--- src/rtl/etapa_reg_pipeline_pkg.sv ---
// Shared definitions for the pipeline stage register: state encoding,
// skid mode selectors and the occupancy helper.
package etapa_pkg;

   localparam logic [1:0] EMPTY = 2'd0;
   localparam logic [1:0] ONE   = 2'd1;
   localparam logic [1:0] TWO   = 2'd2;

   localparam int SKID_SINGLE = 0;
   localparam int SKID_DOUBLE = 1;

   typedef enum logic [1:0] {
      ST_EMPTY = EMPTY,
      ST_ONE   = ONE,
      ST_TWO   = TWO
   } state_t;

   function automatic logic [1:0] occupancy(input state_t s);
      return s;
   endfunction

endpackage

--- src/rtl/etapa_reg_pipeline_if.sv ---
// Upstream/downstream handshake bundle of the pipeline stage register.
interface etapa_reg_pipeline_if #(
   parameter int NBITS = 32,
   parameter int CBITS = 8
);
   logic             i_enable;
   logic             i_flush;
   logic             i_valid;
   logic             o_ready;
   logic [NBITS-1:0] i_data;
   logic [CBITS-1:0] i_ctrl;
   logic             o_valid;
   logic             i_ready;
   logic [NBITS-1:0] o_data;
   logic [CBITS-1:0] o_ctrl;
   logic [1:0]       o_count;

   modport slave (
      input  i_enable, i_flush, i_valid, i_data, i_ctrl, i_ready,
      output o_ready, o_valid, o_data, o_ctrl, o_count
   );

   modport master (
      output i_enable, i_flush, i_valid, i_data, i_ctrl, i_ready,
      input  o_ready, o_valid, o_data, o_ctrl, o_count
   );
endinterface

--- src/rtl/etapa_reg_pipeline_entry.sv ---
// One payload+control register slot; control bits can be cleared on their
// own so a bubble never carries write enables while data is retained.
module etapa_reg_entry #(
   parameter int NBITS = 32,
   parameter int CBITS = 8
) (
   input  logic             clk,
   input  logic             rst,
   input  logic             load,
   input  logic             clear_ctrl,
   input  logic [NBITS-1:0] d_data,
   input  logic [CBITS-1:0] d_ctrl,
   output logic [NBITS-1:0] q_data,
   output logic [CBITS-1:0] q_ctrl
);

   // Slot storage: reset clears all, load captures, clear_ctrl drops control only
   always_ff @(posedge clk) begin
      if (rst) begin
         q_data <= '0;
         q_ctrl <= '0;
      end else if (load) begin
         q_data <= d_data;
         q_ctrl <= d_ctrl;
      end else if (clear_ctrl) begin
         q_ctrl <= '0;
      end
   end

endmodule

--- src/rtl/etapa_reg_pipeline.sv ---
// Pipeline stage register with valid/ready handshake, optional skid slot,
// flush-to-bubble and debug-step enable.
module etapa_reg_pipeline
   import etapa_pkg::*;
#(
   parameter int NBITS = 32,
   parameter int CBITS = 8,
   parameter int SKID  = 1
) (
   input  logic                 i_clk,
   input  logic                 i_reset,
   etapa_reg_pipeline_if.slave  bus
);

   state_t           state;
   logic             valid;
   logic [1:0]       count;
   logic             ready;
   logic             accept;
   logic             drain;
   logic             m_load;
   logic             m_clr;
   logic             m_from_s;
   logic             s_load;
   logic             s_clr;
   logic [NBITS-1:0] m_data;
   logic [CBITS-1:0] m_ctrl;
   logic [NBITS-1:0] s_data;
   logic [CBITS-1:0] s_ctrl;
   logic [NBITS-1:0] m_d_data;
   logic [CBITS-1:0] m_d_ctrl;

   // With a skid slot, ready depends only on registered state, never on i_ready
   generate
      if (SKID == SKID_DOUBLE) begin : g_ready_skid
         assign ready = ~i_reset & bus.i_enable & ~bus.i_flush & (state != ST_TWO);
      end else begin : g_ready_single
         assign ready = ~i_reset & bus.i_enable & ~bus.i_flush & (~valid | bus.i_ready);
      end
   endgenerate

   assign accept = bus.i_valid & ready;
   assign drain  = valid & bus.i_ready & bus.i_enable & ~bus.i_flush;

   // Slot load/clear decisions for the current cycle
   always_comb begin
      m_load   = 1'b0;
      m_clr    = 1'b0;
      m_from_s = 1'b0;
      s_load   = 1'b0;
      s_clr    = 1'b0;
      if (bus.i_flush) begin
         m_clr = 1'b1;
         s_clr = 1'b1;
      end else if (bus.i_enable) begin
         case (state)
            ST_EMPTY: begin
               m_load = accept;
            end
            ST_ONE: begin
               if (accept & drain) begin
                  m_load = 1'b1;
               end else if (accept) begin
                  s_load = 1'b1;
               end else if (drain) begin
                  m_clr = 1'b1;
               end else begin
                  m_load = 1'b0;
               end
            end
            ST_TWO: begin
               if (drain) begin
                  m_load   = 1'b1;
                  m_from_s = 1'b1;
                  s_clr    = 1'b1;
               end else begin
                  m_load = 1'b0;
               end
            end
            default: begin
               m_clr = 1'b1;
               s_clr = 1'b1;
            end
         endcase
      end else begin
         m_load = 1'b0;
      end
   end

   assign m_d_data = m_from_s ? s_data : bus.i_data;
   assign m_d_ctrl = m_from_s ? s_ctrl : bus.i_ctrl;

   // Occupancy FSM; valid and count are registered alongside the state
   always_ff @(posedge i_clk) begin
      if (i_reset || bus.i_flush) begin
         state <= ST_EMPTY;
         valid <= 1'b0;
         count <= 2'd0;
      end else if (bus.i_enable) begin
         case (state)
            ST_EMPTY: begin
               if (accept) begin
                  state <= ST_ONE;
                  valid <= 1'b1;
                  count <= occupancy(ST_ONE);
               end
            end
            ST_ONE: begin
               if (accept && !drain && SKID == SKID_DOUBLE) begin
                  state <= ST_TWO;
                  count <= occupancy(ST_TWO);
               end else if (drain && !accept) begin
                  state <= ST_EMPTY;
                  valid <= 1'b0;
                  count <= occupancy(ST_EMPTY);
               end
            end
            ST_TWO: begin
               if (drain) begin
                  state <= ST_ONE;
                  count <= occupancy(ST_ONE);
               end
            end
            default: begin
               state <= ST_EMPTY;
               valid <= 1'b0;
               count <= 2'd0;
            end
         endcase
      end
   end

   etapa_reg_entry #(.NBITS(NBITS), .CBITS(CBITS)) u_m (
      .clk        (i_clk),
      .rst        (i_reset),
      .load       (m_load),
      .clear_ctrl (m_clr),
      .d_data     (m_d_data),
      .d_ctrl     (m_d_ctrl),
      .q_data     (m_data),
      .q_ctrl     (m_ctrl)
   );

   generate
      if (SKID == SKID_DOUBLE) begin : g_skid
         etapa_reg_entry #(.NBITS(NBITS), .CBITS(CBITS)) u_s (
            .clk        (i_clk),
            .rst        (i_reset),
            .load       (s_load),
            .clear_ctrl (s_clr),
            .d_data     (bus.i_data),
            .d_ctrl     (bus.i_ctrl),
            .q_data     (s_data),
            .q_ctrl     (s_ctrl)
         );
      end else begin : g_no_skid
         assign s_data = '0;
         assign s_ctrl = '0;
      end
   endgenerate

   assign bus.o_ready = ready;
   assign bus.o_valid = valid;
   assign bus.o_data  = m_data;
   assign bus.o_ctrl  = m_ctrl;
   assign bus.o_count = count;

endmodule

--- src/flat_wrapper.sv ---
// flat-port wrapper written by rule: the top's interface ports become plain ports
module etapa_reg_pipeline_flat import etapa_pkg::*;
#(
   parameter int NBITS = 32,
   parameter int CBITS = 8,
   parameter int SKID  = 1
)
  (i_clk, i_reset, bus_i_enable, bus_i_flush, bus_i_valid, bus_i_data, bus_i_ctrl, bus_i_ready, bus_o_ready, bus_o_valid, bus_o_data, bus_o_ctrl, bus_o_count);
  etapa_reg_pipeline_if #(.NBITS(NBITS), .CBITS(CBITS)) bus_i ();
  input  logic i_clk;
  input  logic i_reset;
  input wire logic [$bits(bus_i.i_enable)-1:0] bus_i_enable;
  input wire logic [$bits(bus_i.i_flush)-1:0] bus_i_flush;
  input wire logic [$bits(bus_i.i_valid)-1:0] bus_i_valid;
  input wire logic [$bits(bus_i.i_data)-1:0] bus_i_data;
  input wire logic [$bits(bus_i.i_ctrl)-1:0] bus_i_ctrl;
  input wire logic [$bits(bus_i.i_ready)-1:0] bus_i_ready;
  output wire logic [$bits(bus_i.o_ready)-1:0] bus_o_ready;
  output wire logic [$bits(bus_i.o_valid)-1:0] bus_o_valid;
  output wire logic [$bits(bus_i.o_data)-1:0] bus_o_data;
  output wire logic [$bits(bus_i.o_ctrl)-1:0] bus_o_ctrl;
  output wire logic [$bits(bus_i.o_count)-1:0] bus_o_count;
  assign bus_i.i_enable = bus_i_enable;
  assign bus_i.i_flush = bus_i_flush;
  assign bus_i.i_valid = bus_i_valid;
  assign bus_i.i_data = bus_i_data;
  assign bus_i.i_ctrl = bus_i_ctrl;
  assign bus_i.i_ready = bus_i_ready;
  assign bus_o_ready = bus_i.o_ready;
  assign bus_o_valid = bus_i.o_valid;
  assign bus_o_data = bus_i.o_data;
  assign bus_o_ctrl = bus_i.o_ctrl;
  assign bus_o_count = bus_i.o_count;
  etapa_reg_pipeline #(.NBITS(NBITS), .CBITS(CBITS), .SKID(SKID)) u_core (.i_clk(i_clk), .i_reset(i_reset), .bus(bus_i));
endmodule
--- config.mk ---
export PLATFORM = sky130hd
export DESIGN_NAME = etapa_reg_pipeline_flat
export DESIGN_NICKNAME = d
export VERILOG_FILES = /design/src/rtl/etapa_reg_pipeline_pkg.sv /design/src/rtl/etapa_reg_pipeline_if.sv /design/src/rtl/etapa_reg_pipeline_entry.sv /design/src/rtl/etapa_reg_pipeline.sv /design/src/flat_wrapper.sv
export SDC_FILE = /design/constraint.sdc
export NUM_CORES = 1
export LEC_CHECK = 0
export CAP_MARGIN = 20
export CORE_MARGIN = 4
export CORE_UTILIZATION = 40
export CTS_BUF_LIST = sky130_fd_sc_hd__clkbuf_16
export DETAILED_ROUTE_END_ITERATION = 6
export PLACE_DENSITY = 0.78
export SETUP_SLACK_MARGIN = 0.02
export SYNTH_ARGS = -nofsm -noshare
export SYNTH_HDL_FRONTEND = slang
export SYNTH_SLANG_ARGS = --single-unit
--- constraint.sdc ---
create_clock -name i_clk -period 4.2 [get_ports i_clk]
set_input_delay 0.63 -clock i_clk [delete_from_list [all_inputs] [get_ports i_clk]]
set_output_delay 0.63 -clock i_clk [all_outputs]
set_load 0.05 [all_outputs]
==> results.json, run 1 <==
{
  "drv_cap": 0,
  "synth.top_cell.area_share": 0.477,
  "yosys_warnings": 0,
  "ant_nets": 0,
  "clock-sinks": 83,
  "core_area_um2": 8340,
  "antenna_found_initial": 0,
  "synth.most_common_cell": "dfxtp_1",
  "drive_gt1_frac": 0.123,
  "cts_buffers": 9,
  "clockPowerShare": 0.439,
  "p_per_area_nw_per_um2": 355,
  "power_leakage_uw": 0.00187,
  "synth.area.top_cells": "dfxtp_1, a221oi_2, mux2i_1",
  "critPathMaxFanout": 7,
  "synth_area_per_cell_um2": 10.5,
  "n_antenna_cell": 0,
  "root_buffer": "clkbuf_16",
  "peakVddDrop_mv": 0.201,
  "synth_cells": 333,
  "worstPathArrival_ns": 2.31,
  "p_comb_frac": 0.083,
  "synthArstFlopShare": 0,
  "crit_type": "input pin to output port",
  "clk_latency_ns": 0.33,
  "switchingPower_uw": 364,
  "yosys.area_share.simple": 0.0661,
  "synth_xor_xnor_area_share": 0.00252,
  "synth_fp_nets": 379,
  "setup_viol_count_final": 0,
  "fin_crit_sh": 0.701,
  "finalHoldViolCount": 0,
  "syn_area_um2": 3480,
  "synth-main-ff-cell": "dfxtp_1",
  "slew_viol_final": 0,
  "synth_top_family_by_area": "compound AO/OA/AOI/OAI gates",
  "skew_ns": 0.00387,
  "startpoint_type": "input pin",
  "overflow": 0,
  "yosys-top-cells-count": "dfxtp_1, mux2i_1, nor2_1",
  "place_inst": 506,
  "r2r_cells": 5,
  "first_global_vias": 2820,
  "startpoint": "bus_i_flush",
  "synth_seq_area_share": 0.477,
  "numPortBuffers": 89,
  "synth_compound_area_frac": 0.267,
  "tightestPinTransition_ns": 1.03,
  "synth-edff-count": 0,
  "routed_wl_um": 8270,
  "vias_per_cell": 5.45,
  "synthDistinctLibCells": 35,
  "period_needed_ns": 2.94,
  "dieHeight_um": 101,
  "grt_pass1_wl_um": 13300,
  "cts_hold_buf": 0,
  "dp_hpwl_um": 5550,
  "rr_startpoint": "u_core.state[0]",
  "critPathRequiredTime_ns": 3.57,
  "fp.dieArea_um2": 10300,
  "synth_area_leader_cell": "dfxtp_1",
  "outcome": "complete, no violations",
  "cts-resized-gates": 0,
  "critPathCapture": "bus_o_ready",
  "r2r_slack_ns": 2.03,
  "cts.path.max_buffers": 2,
  "nFillCells": 714,
  "fin_setup_tns_ns": 0,
  "seq_power_share": 0.478,
  "post-cts-setup-buffer-count": 0,
  "first_pass_iters": 4,
  "via_count": 2838,
  "slew-limit-headroom": 0.305,
  "power.internal_uw": 1300,
  "drt_iter0_drc": 106,
  "io_pins": 90,
  "worstSetupEndpointType": "output port",
  "start_util": 0.417,
  "nets": 458,
  "cts_htree_levels": 3,
  "grtUsageTotal": 0.163,
  "rsz0062_at_grt": "no",
  "max_freq_ghz": 0.340,
  "r2r-end": "u_core.u_m.q_ctrl[4]",
  "hp-class": "flop to flop",
  "finalPower_uw": 1670,
  "synthAdderAreaFrac": 0,
  "routedWlPerCell_um": 15.9,
  "synth_seq_cells": 83,
  "row_count": 33,
  "die_x_um": 101,
  "path_clk_slew_ns": 0.06,
  "gp_congestion": 0.870,
  "grt_max_degree": 46,
  "drc": 0,
  "areaGrowthSynthToFinish_pct": 34.9,
  "fin_cells": 521,
  "p_sw_frac": 0.218,
  "cts_tree": "built",
  "synthMuxAreaShare": 0.115
}
==> worst max-delay path, stage by stage <==
cell and delay, ns:
clkdlybuf4s50_1 0.50, nor2_1 0.21, and3_1 0.18, clkdlybuf4s50_1 0.80
==> layout by cell type (no fill, tap or decap), types with 8 or more instances in the layout <==
cell type        instances
clkdlybuf4s50_1         88
inv_1                   36
dfxtp_1                 83
a221oi_2                29
o22ai_1                 32
clkbuf_16                9
nor2_1                  35
a22o_1                   8
o2bb2ai_1                8
mux2i_1                 40
==> cell families (layout without fill, tap and decap cells) <==
kind of cell              count (synthesis)  count (layout)
xor gates and xnor gates                  1               1
buffers and inverters                    59             142
AOI/OAI and AO/OA                        98              98
and+or+nand+nor                          52              52
muxes                                    40              40
DFF                                      83              83
==> registers in the layout, summed over array words and instances, names as in the netlist <==
signal and count:
u_core.state 2, u_core.g_skid.u_s.q_ctrl 8, u_core.u_m.q_ctrl 8, u_core.bus.o_valid 1, u_core.u_m.q_data 32, u_core.g_skid.u_s.q_data 32
==> power by group through the flow <==
stage	Clock (uW)	Combinational, uW	Sequential [uW]
after floorplan	0	50.4	830
after global placement	0	137	815
after detailed placement	0	138	815
after CTS	749	139	798
after global routing	784	147	798
final	732	138	798
==> worst min path at each step <==
stage                                      startpoint                           to  cells past startpoint
after floorplan           u_core.g_skid.u_s.q_ctrl[0]  u_core.g_skid.u_s.q_ctrl[0]                      1
after global placement           u_core.u_m.q_data[1]         u_core.u_m.q_data[1]                      2
after detailed placement         u_core.u_m.q_ctrl[1]         u_core.u_m.q_ctrl[1]                      1
after CTS                        u_core.u_m.q_data[3]         u_core.u_m.q_data[3]                      2
after global routing             u_core.u_m.q_data[5]         u_core.u_m.q_data[5]                      2
final                            u_core.u_m.q_data[5]         u_core.u_m.q_data[5]                      2
==> metrics by stage <==
stage / hold WS (ns) / setup slack (ns) / cell area [um^2] / utilization
2_1_floorplan: 0.442 / 2.02 / 3480 / -
3_5_place_dp: 0.449 / 1.23 / 4420 / 0.530
5_1_grt: 0.471 / 1.18 / 4700 / 0.563
6_report: 0.458 / 1.26 / 4700 / 0.563
4_1_cts: 0.461 / 1.27 / 4700 / 0.563
3_3_place_gp: 0.452 / 1.30 / 4420 / 0.530
==> cell type report <==
| class | instances | area [um^2] | area share |
|---|---|---|---|
| inverter | 33 | 124 | 0.0264 |
| multi-input combinational | 191 | 1580 | 0.337 |
| sequential | 83 | 1660 | 0.354 |
| timing repair buffer | 94 | 923 | 0.197 |
| clock buffer | 9 | 225 | 0.0479 |
| clock inverter | 6 | 51.3 | 0.0109 |
| tap | 105 | 131 | 0.0280 |
==> layer usage <==
layer,vias to the layer above,global-route usage,share of wire,wire length [um]
met5,-,0,0,0
met1,1340,0.203,0.43,3560
met4,0,0.0706,0.018,151
met3,16,0.0372,0.067,553
li1,1394,-,-,-
met2,88,0.270,0.48,4010
No activity file was read; power rests on OpenSTA's default activity.
==> run 2: changes to the inputs <==
clock period = 3 ns   (was 4.2 ns; I/O delays follow)
==> run 2 against run 1 <==
  * Worst hold slack improved by 0.00063 ns
  * Power increased by 36%
  * Utilization grew 0.23 points
  * Cell area is 0.40% higher
  * Register-to-register slack got worse by 1.0 ns
  * Die area unchanged
  * Non-clock buffer count is 3 higher
  * First-iteration DRC count shrank 14%
  * Cell count is 0.77% higher
  * Setup slack got worse by 0.85 ns
  * Clock-buffer cell count unchanged
  * Wire length is 3.2% higher
  * Critical endpoint unchanged
  * Highest routed layer unchanged
==> results.json, run 2 (synthesized netlist as in run 1, its figures left out) <==
{
  "antenna_found_initial": 0,
  "fin_crit_sh": 0.866,
  "clk_latency_ns": 0.32,
  "worstPathArrival_ns": 2.15,
  "hold_path_end": "u_core.u_m.q_data[11]",
  "start_util": 0.417,
  "grtUsageTotal": 0.169,
  "clock-sinks": 83,
  "areaGrowthSynthToFinish_pct": 35.5,
  "drt_iter0_drc": 91,
  "startpoint": "bus_i_flush",
  "gp_congestion": 0.912,
  "p_per_area_nw_per_um2": 483,
  "rsz0062_at_grt": "no",
  "slew_viol_final": 0,
  "cts_buffers": 9,
  "place_inst": 509,
  "die_x_um": 101,
  "drv_cap": 0,
  "root_buffer": "clkbuf_16",
  "critPathRequiredTime_ns": 2.55,
  "fin_cells": 525,
  "hold_start": "u_core.u_m.q_data[11]",
  "slew-limit-headroom": 0.449,
  "period_needed_ns": 2.60,
  "crit_type": "input pin to output port",
  "finalHoldViolCount": 0,
  "routedWlPerCell_um": 16.3,
  "seq_power_share": 0.491,
  "fin_setup_tns_ns": 0,
  "grt_pass1_wl_um": 14000,
  "drc": 0,
  "dp_hpwl_um": 5570,
  "switchingPower_uw": 528,
  "holdPathStages": 2,
  "worstSetupEndpointType": "output port",
  "path_clk_slew_ns": 0.06,
  "r2r_slack_ns": 0.99,
  "startpoint_type": "input pin",
  "cts-resized-gates": 0,
  "ant_nets": 0,
  "post-cts-setup-buffer-count": 0,
  "nets": 461,
  "power_leakage_uw": 0.00187,
  "r2r_cells": 4,
  "row_count": 33,
  "routed_wl_um": 8540,
  "skew_ns": 0.00420,
  "peakVddDrop_mv": 0.242,
  "dieHeight_um": 101,
  "rr_startpoint": "u_core.state[0]",
  "critPathMaxFanout": 7,
  "io_pins": 90,
  "outcome": "complete, no violations",
  "fp.dieArea_um2": 10300,
  "p_comb_frac": 0.086,
  "drive_gt1_frac": 0.133,
  "final_cell_mix": "clkdlybuf4s50_1, dfxtp_1, mux2i_1",
  "setup_viol_count_final": 0,
  "final_common_cell": "clkdlybuf4s50_1",
  "cts_hold_buf": 0,
  "hp-class": "flop to flop",
  "p_sw_frac": 0.232,
  "n_antenna_cell": 0,
  "overflow": 0,
  "via_count": 2850,
  "grt_max_degree": 67,
  "first_global_vias": 2842,
  "clockPowerShare": 0.423,
  "nFillCells": 728,
  "tightestPinTransition_ns": 0.826,
  "max_freq_ghz": 0.385,
  "power.internal_uw": 1750,
  "core_area_um2": 8340,
  "first_pass_iters": 4,
  "cts_htree_levels": 3,
  "r2r-end": "u_core.u_m.q_data[29]",
  "reg_top3": "u_core.g_skid.u_s.q_data x32, u_core.u_m.q_data x32",
  "vias_per_cell": 5.43,
  "numPortBuffers": 89,
  "cts_tree": "built",
  "cts.path.max_buffers": 2
}
[run 2: power groups by stage]
stage / Clock (uW) / Sequential [uW] / Combinational [uW]
after global routing: 1030 / 1120 / 210
after detailed placement: 0 / 1140 / 196
after CTS: 986 / 1120 / 197
after floorplan: 0 / 1160 / 70.6
after global placement: 0 / 1140 / 194
final: 963 / 1120 / 197
[run 2: cell type report]
type	count	area, um^2	share of cell area
clock buffers	9	225	0.0477
clock inverters	7	35.0	0.00743
inverters	33	124	0.0263
multi-input cells	191	1580	0.335
flip-flops and latches	83	1660	0.352
well taps	105	131	0.0279
repair buffers	97	958	0.203
[run 2: metal layers]
layer | vias to the layer above | GRT usage | part of all wire
met3 | 4 | 0.0455 | 0.056
met2 | 92 | 0.279 | 0.50
li1 | 1388 | - | -
met4 | 0 | 0.0368 | 0.0037
met5 | - | 0 | 0
met1 | 1366 | 0.223 | 0.44
[run 2: how the worst max path moves through the flow]
stage | end | cells past startpoint
finish | bus_o_ready | 4
global route | bus_o_ready | 4
CTS | bus_o_ready | 4
detailed placement | u_core.u_m.q_data[28] | 5
global placement | u_core.u_m.q_data[29] | 5
floorplan | u_core.u_m.q_data[10] | 7
[run 2: critical path, cell delays in order]
cell and delay, ns:
clkdlybuf4s50_1 0.50, nor2_1 0.21, and3_1 0.18, clkdlybuf4s50_1 0.80
[run 2: metrics by stage]
step / setup slack (ns) / hold slack [ns] / power, uW / area (um^2) / utilization
2_1_floorplan: 0.820 / 0.442 / 1230 / 3480 / -
3_3_place_gp: 0.392 / 0.448 / 1330 / 4460 / 0.534
3_5_place_dp: 0.325 / 0.445 / 1340 / 4460 / 0.534
4_1_cts: 0.407 / 0.461 / 2300 / 4720 / 0.566
5_1_grt: 0.344 / 0.476 / 2360 / 4720 / 0.566
6_report: 0.401 / 0.459 / 2280 / 4720 / 0.566
